## config.mk

```make
export PLATFORM = sky130hd
export DESIGN_NAME = dmem_bus_arbiter
export DESIGN_NICKNAME = d
export VERILOG_FILES = /design/src/rtl/dmem_bus_arbiter.sv
export SDC_FILE = /design/constraint.sdc
export NUM_CORES = 1
export LEC_CHECK = 0
export ABC_CLOCK_PERIOD_IN_PS = 1500
export CAP_MARGIN = 25
export CORE_ASPECT_RATIO = 0.6
export CORE_MARGIN = 3
export CORE_UTILIZATION = 25
export CTS_CLUSTER_SIZE = 10
export DETAILED_ROUTE_END_ITERATION = 10
export GPL_TIMING_DRIVEN = 1
export PLACE_DENSITY = 0.65
export SYNTH_ARGS = -nofsm -noshare
export SYNTH_HDL_FRONTEND = slang
export SYNTH_SLANG_ARGS = --single-unit
```

## constraint.sdc

```tcl
create_clock -name clk -period 1.5 [get_ports clk]
set_clock_uncertainty 0.05 [all_clocks]
set_input_delay 0.3 -clock clk [delete_from_list [all_inputs] [get_ports clk]]
set_output_delay 0.3 -clock clk [all_outputs]
set_load 0.02 [all_outputs]
```

## src/rtl/dmem_bus_arbiter.sv

```systemverilog
// dmem_bus_arbiter
// Two-master arbiter for the 8-bit data-memory bus. Master 0 is the CPU and
// master 1 is a secondary agent such as debug or DMA. The block owns the grant
// FSM, applies round-robin fairness on ties, can insert an optional one-cycle
// turnaround gap, and drives the shared slave-side request bus.
// Once a master owns the bus it is never preempted, so multi-cycle CPU
// sequences such as stack push/pop stay atomic.

module dmem_bus_arbiter #(
    parameter int TURNAROUND = 1,   // 0: edge-to-edge handover, 1: one idle cycle between owners
    parameter int RESET_PRIO = 0    // master that wins the first tie after reset
) (
    input  logic       clk,
    input  logic       rst,

    input  logic       m0_bus_req,
    output logic       m0_bus_grant,
    input  logic [7:0] m0_mst2slv_addr,
    input  logic       m0_mst2slv_wr,
    input  logic       m0_mst2slv_rd,
    input  logic [7:0] m0_mst2slv_data,

    input  logic       m1_bus_req,
    output logic       m1_bus_grant,
    input  logic [7:0] m1_mst2slv_addr,
    input  logic       m1_mst2slv_wr,
    input  logic       m1_mst2slv_rd,
    input  logic [7:0] m1_mst2slv_data,

    output logic [7:0] s_mst2slv_addr,
    output logic       s_mst2slv_wr,
    output logic       s_mst2slv_rd,
    output logic [7:0] s_mst2slv_data,

    output logic [1:0] bus_owner,
    output logic [7:0] arb_conflicts
);

    typedef enum logic [1:0] {
        IDLE = 2'b00,
        OWN0 = 2'b01,
        OWN1 = 2'b10,
        GAP  = 2'b11
    } state_t;

    localparam logic RESET_PTR = (RESET_PRIO != 0) ? 1'b1 : 1'b0;

    state_t     r_state;
    state_t     w_nextState;
    logic       r_ptr;
    logic       w_nextPtr;
    logic       r_grant0;
    logic       r_grant1;
    logic [7:0] r_conflicts;
    logic       w_conflict;

    // Ownership choice from an unowned bus: a lone requester wins outright,
    // a tie goes to the master named by the round-robin pointer.
    function automatic state_t arbitrate(input logic req0, input logic req1, input logic ptr);
        state_t result;
        result = IDLE;
        if (req0 && req1) begin
            result = ptr ? OWN1 : OWN0;
        end else if (req0) begin
            result = OWN0;
        end else if (req1) begin
            result = OWN1;
        end
        return result;
    endfunction

    // Next-state and pointer logic: owners keep the bus while requesting; on
    // release the pointer moves to the other master and either a gap cycle is
    // inserted or the bus is re-arbitrated on the same edge.
    always_comb begin
        w_nextState = r_state;
        w_nextPtr   = r_ptr;
        case (r_state)
            IDLE, GAP: begin
                w_nextState = arbitrate(m0_bus_req, m1_bus_req, r_ptr);
            end
            OWN0: begin
                if (!m0_bus_req) begin
                    w_nextPtr = 1'b1;
                    if (TURNAROUND != 0) begin
                        w_nextState = GAP;
                    end else begin
                        w_nextState = arbitrate(m0_bus_req, m1_bus_req, 1'b1);
                    end
                end
            end
            OWN1: begin
                if (!m1_bus_req) begin
                    w_nextPtr = 1'b0;
                    if (TURNAROUND != 0) begin
                        w_nextState = GAP;
                    end else begin
                        w_nextState = arbitrate(m0_bus_req, m1_bus_req, 1'b0);
                    end
                end
            end
            default: begin
                w_nextState = IDLE;
            end
        endcase
    end

    // State, pointer and registered grants; reset drops grants immediately.
    always_ff @(posedge clk or negedge rst) begin
        if (!rst) begin
            r_state  <= IDLE;
            r_ptr    <= RESET_PTR;
            r_grant0 <= 1'b0;
            r_grant1 <= 1'b0;
        end else begin
            r_state  <= w_nextState;
            r_ptr    <= w_nextPtr;
            r_grant0 <= (w_nextState == OWN0);
            r_grant1 <= (w_nextState == OWN1);
        end
    end

    // A conflict cycle is one where both masters want the bus but at most one holds it.
    assign w_conflict = m0_bus_req && m1_bus_req &&
                        ((!r_grant0 && !r_grant1) || (r_grant0 != r_grant1));

    // Saturating conflict counter.
    always_ff @(posedge clk or negedge rst) begin
        if (!rst) begin
            r_conflicts <= 8'd0;
        end else if (w_conflict && (r_conflicts != 8'hFF)) begin
            r_conflicts <= r_conflicts + 8'd1;
        end
    end

    assign m0_bus_grant  = r_grant0;
    assign m1_bus_grant  = r_grant1;
    assign bus_owner     = {r_grant1, r_grant0};
    assign arb_conflicts = r_conflicts;

    // Slave bus: each master's fields are masked by its own grant, so a
    // non-granted master can never leak strobes or data onto the bus.
    assign s_mst2slv_addr = ({8{r_grant0}} & m0_mst2slv_addr) | ({8{r_grant1}} & m1_mst2slv_addr);
    assign s_mst2slv_data = ({8{r_grant0}} & m0_mst2slv_data) | ({8{r_grant1}} & m1_mst2slv_data);
    assign s_mst2slv_wr   = (r_grant0 & m0_mst2slv_wr) | (r_grant1 & m1_mst2slv_wr);
    assign s_mst2slv_rd   = (r_grant0 & m0_mst2slv_rd) | (r_grant1 & m1_mst2slv_rd);

    grantsExclusive: assert property (@(posedge clk) disable iff (!rst) !(r_grant0 && r_grant1));

endmodule

```

==> summary.txt <==
Outcome
  • Outcome: finished with violations
  • Failing checks: setup timing

STA
  • Endpoints failing hold: 0
  • Slew Limit Fails: 0
  • Final WS setup: -137 ps
  • Final period util: 1.09
  • F_max: 611 MHz
  • Worst-Margin Slew: 230 ps
  • Worst slew margin: 0.846
  • RSZ-0062 raised after global routing: yes
  • Final min period: 1640 ps
  • Final setup violating endpoints: 21

Clock network
  • Total CTS buffers: 3
  • Root buffer cell: clkbuf_8
  • CTS Buffer Depth: 2
  • CTS tree: built
  • Clock Latency Late Sink: 240 ps
  • CTS clk-pin slew, worst paths: 50 ps
  • Clock sinks: 13
  • H-Tree Depth: 1

Critical path
  • Startpoint types: register
  • CP Capture Type: primary output
  • Critical path class: reg -> out
  • Arrival time at the worst endpoint: 1290 ps
  • Largest stage delay, worst path: 420 ps
  • Critical Path Fanout Max: 10
  • CP top delay family: flip-flops
  • Critical-path top delay cell: dfrtp_2
  • Crit path required time: 1150 ps
  • Worst Path Buf+Inv: 3
  • Critical-path cell list: buf_12, buf_4, a22o_1, buf_6

Synth
  • Yosys warns: 0
  • Synth Instances: 94
  • Netlist cell types: 29
  • Compound-gate portion of the synthesized area: 0.248
  • Synth Area in Adders: 0.0551
  • Sequential share of the synthesized area: 0.358
  • Post-Synth Simple-Gate Area: 0.198
  • Synth Register Bits: 13
  • Post-synthesis mux area share: 0.0537
  • Largest family of logic cells by synthesized area: compound AO/OA/AOI/OAI gates
  • Syn Nets: 138
  • Post-synthesis xor/xnor area fraction: 0.0289
  • Synthesized cell area: 908 um^2
  • Mean Syn Cell Area: 9.66 um^2

Layout
  • Area grow syn2layout: 111%
  • Register Area: 327 um^2
  • Final instance area: 1910 um^2
  • Filler Cell Count: 292
  • Area occupied by multi-input gates: 574 um^2
  • Nets: 226
  • Final cell count without fillers: 226
  • Ant diodes: 0
  • Fraction of layout cells with a size suffix above 1: 0.326

Detailed routing
  • Router iterations before antenna repair: 4
  • Routed Antenna Nets: 0
  • Vias: 1096
  • Detailed Route WL: 3450 um
  • DR iter-0 viols: 28
  • DR DRC count: 0
  • Wirelength per Cell: 15.3 um
  • Vias per cell: 4.85

Pwr
  • Leak: 0.880 nW
  • Max VDD drop: 0.000808 V
  • Power per Cell Area: 1710 nW/um^2

Placement
  • Placed cells: 214
  • Routability cong.: 0.828
  • DP Worst Slack: -372 ps
  • Port Buf Inserts: 69
  • Post-DP Area: 1720 um^2
  • DP HPWL: 2640 um

Die
  • Core Box Area: 3360 um^2
  • DIE AREA: 4420 um^2
  • Num ports: 70
  • Chip width: 83.8 um
  • Die height: 52.7 um
  • Initial cell density of the core: 0.270
  • Site row count: 16

Global routing
  • Total GRT Usage: 0.159
  • GRT overflow: 0
  • First-pass GRT wire length: 5550 um
  • Initial antenna violation count: 0
  • Largest net degree at the start of global routing: 14
  • Vias in the first global route: 1059

Hold path
  • Tightest Hold Check Type: in -> async

Flow run
  • Max-Cap Viols: 0
timing repair:
action,CTS,global route
setup buffers,7,1
hold buffers,0,0
resized for setup,126,26
setup endpoints to repair,35,25
endpoints found under the hold margin,0,0
pin swaps,8,7
cell families after synthesis:
family | count (synthesis)
buffers and inverters | 9
AND/OR/NAND/NOR | 31
multiplexers | 4
flip-flops | 13
adder cells (fa/ha/maj) | 4
AO/OA/AOI/OAI | 30
XOR/XNOR | 3
registers in the layout, indices dropped and copies added (netlist names):
register       count
arb_conflicts      8
m0_bus_grant       1
m1_bus_grant       1
r_ptr              1
r_state            2
power breakdown:
group | internal [mW] | switching [mW] | total, mW | leakage, nW
registers | 0.490 | 0.139 | 0.628 | 0.161
logic | 1.22 | 1.13 | 2.34 | 0.696
clock network | 0.187 | 0.115 | 0.302 | 0.0228
synth_stat cells:
cell type / instances / share of area
inv_1: 3 / 0.012
nand2_4: 1 / 0.012
clkbuf_1: 2 / 0.0083
buf_6: 1 / 0.012
xor2_1: 3 / 0.029
nor3b_2: 1 / 0.014
mux2_2: 3 / 0.037
nand2b_1: 3 / 0.021
o21ai_0: 2 / 0.011
buf_4: 3 / 0.025
a31oi_1: 1 / 0.0069
ha_1: 4 / 0.055
a22o_1: 18 / 0.17
o21a_1: 1 / 0.0083
nand3_1: 5 / 0.028
nor3_1: 1 / 0.0055
dfrtp_1: 13 / 0.36
nand4_1: 1 / 0.0069
a41oi_1: 1 / 0.0096
mux2_4: 1 / 0.017
nand2_1: 7 / 0.029
a21oi_1: 6 / 0.033
or2_1: 1 / 0.0069
nand3_4: 1 / 0.019
nand4_2: 1 / 0.014
and3_1: 1 / 0.0069
nor2_2: 1 / 0.0069
nor2_1: 7 / 0.029
o21ai_1: 1 / 0.0055
worst register-to-register path, stage by stage (launching register included):
cell and delay, ps:
dfrtp_1 410, buf_6 150, buf_6 110, nand2_4 80, nand4_1 190, nor2_2 180, mux2_4 310
layer usage:
layer  up-vias  global-route usage  wire (um)
met4         0              0.0214         12
li1        522                   -          -
met1       522               0.223       1650
met3         2              0.0487        273
met5         -                   0          0
met2        50               0.245       1510
through the flow:
step	util	setup TNS, ps	power (mW)	hold slack [ps]
floorplan	-	0	1.77	-45.6
global placement	0.511	-7680	2.69	454
detailed placement	0.511	-8050	2.73	472
CTS	0.542	-1120	3.13	328
global route	0.569	-2150	3.50	342
finish	0.569	-1060	3.27	326
cell type report:
| type | count | share of cell area |
|---|---|---|
| repair buffers | 89 | 0.470 |
| multi-input cells | 72 | 0.300 |
| flip-flops and latches | 13 | 0.171 |
| well taps | 45 | 0.0294 |
| clock buffers | 4 | 0.0235 |
| inverters | 3 | 0.00589 |
layout by cell type (no fill, tap or decap), types with 2 or more instances in the layout:
cell type,instances
a21oi_1,6
buf_2,2
nand2b_1,3
a22o_1,18
nor2_2,3
clkbuf_8,3
dfrtp_1,12
o21ai_0,2
buf_4,10
buf_12,2
clkdlybuf4s50_1,39
nand3_1,5
ha_1,3
nand2_1,7
dlygate4sd2_1,8
xor2_1,3
inv_1,3
buf_6,27
nor2_1,4
mux2_4,4
worst paths after layout:
| path | start | to | cells past startpoint | slack [ps] |
|---|---|---|---|---|
| worst max-delay path | m0_bus_grant$_DFF_PN0_ | s_mst2slv_addr[3] | 4 | -140 |
| worst min-delay path | rst | arb_conflicts[2]$_DFFE_PN0P_ | 2 | 330 |
| worst max register to register | m1_bus_grant$_DFF_PN0_ | arb_conflicts[5]$_DFFE_PN0P_ | 6 | -100 |
| worst min register to register | arb_conflicts[0]$_DFFE_PN0P_ | arb_conflicts[0]$_DFFE_PN0P_ | 1 | 480 |
| max in group asynchronous | rst | m0_bus_grant$_DFF_PN0_ | 2 | 900 |
| min in group clk | arb_conflicts[0]$_DFFE_PN0P_ | arb_conflicts[0]$_DFFE_PN0P_ | 1 | 480 |
Note: power is estimated with default switching activity, not from simulation.
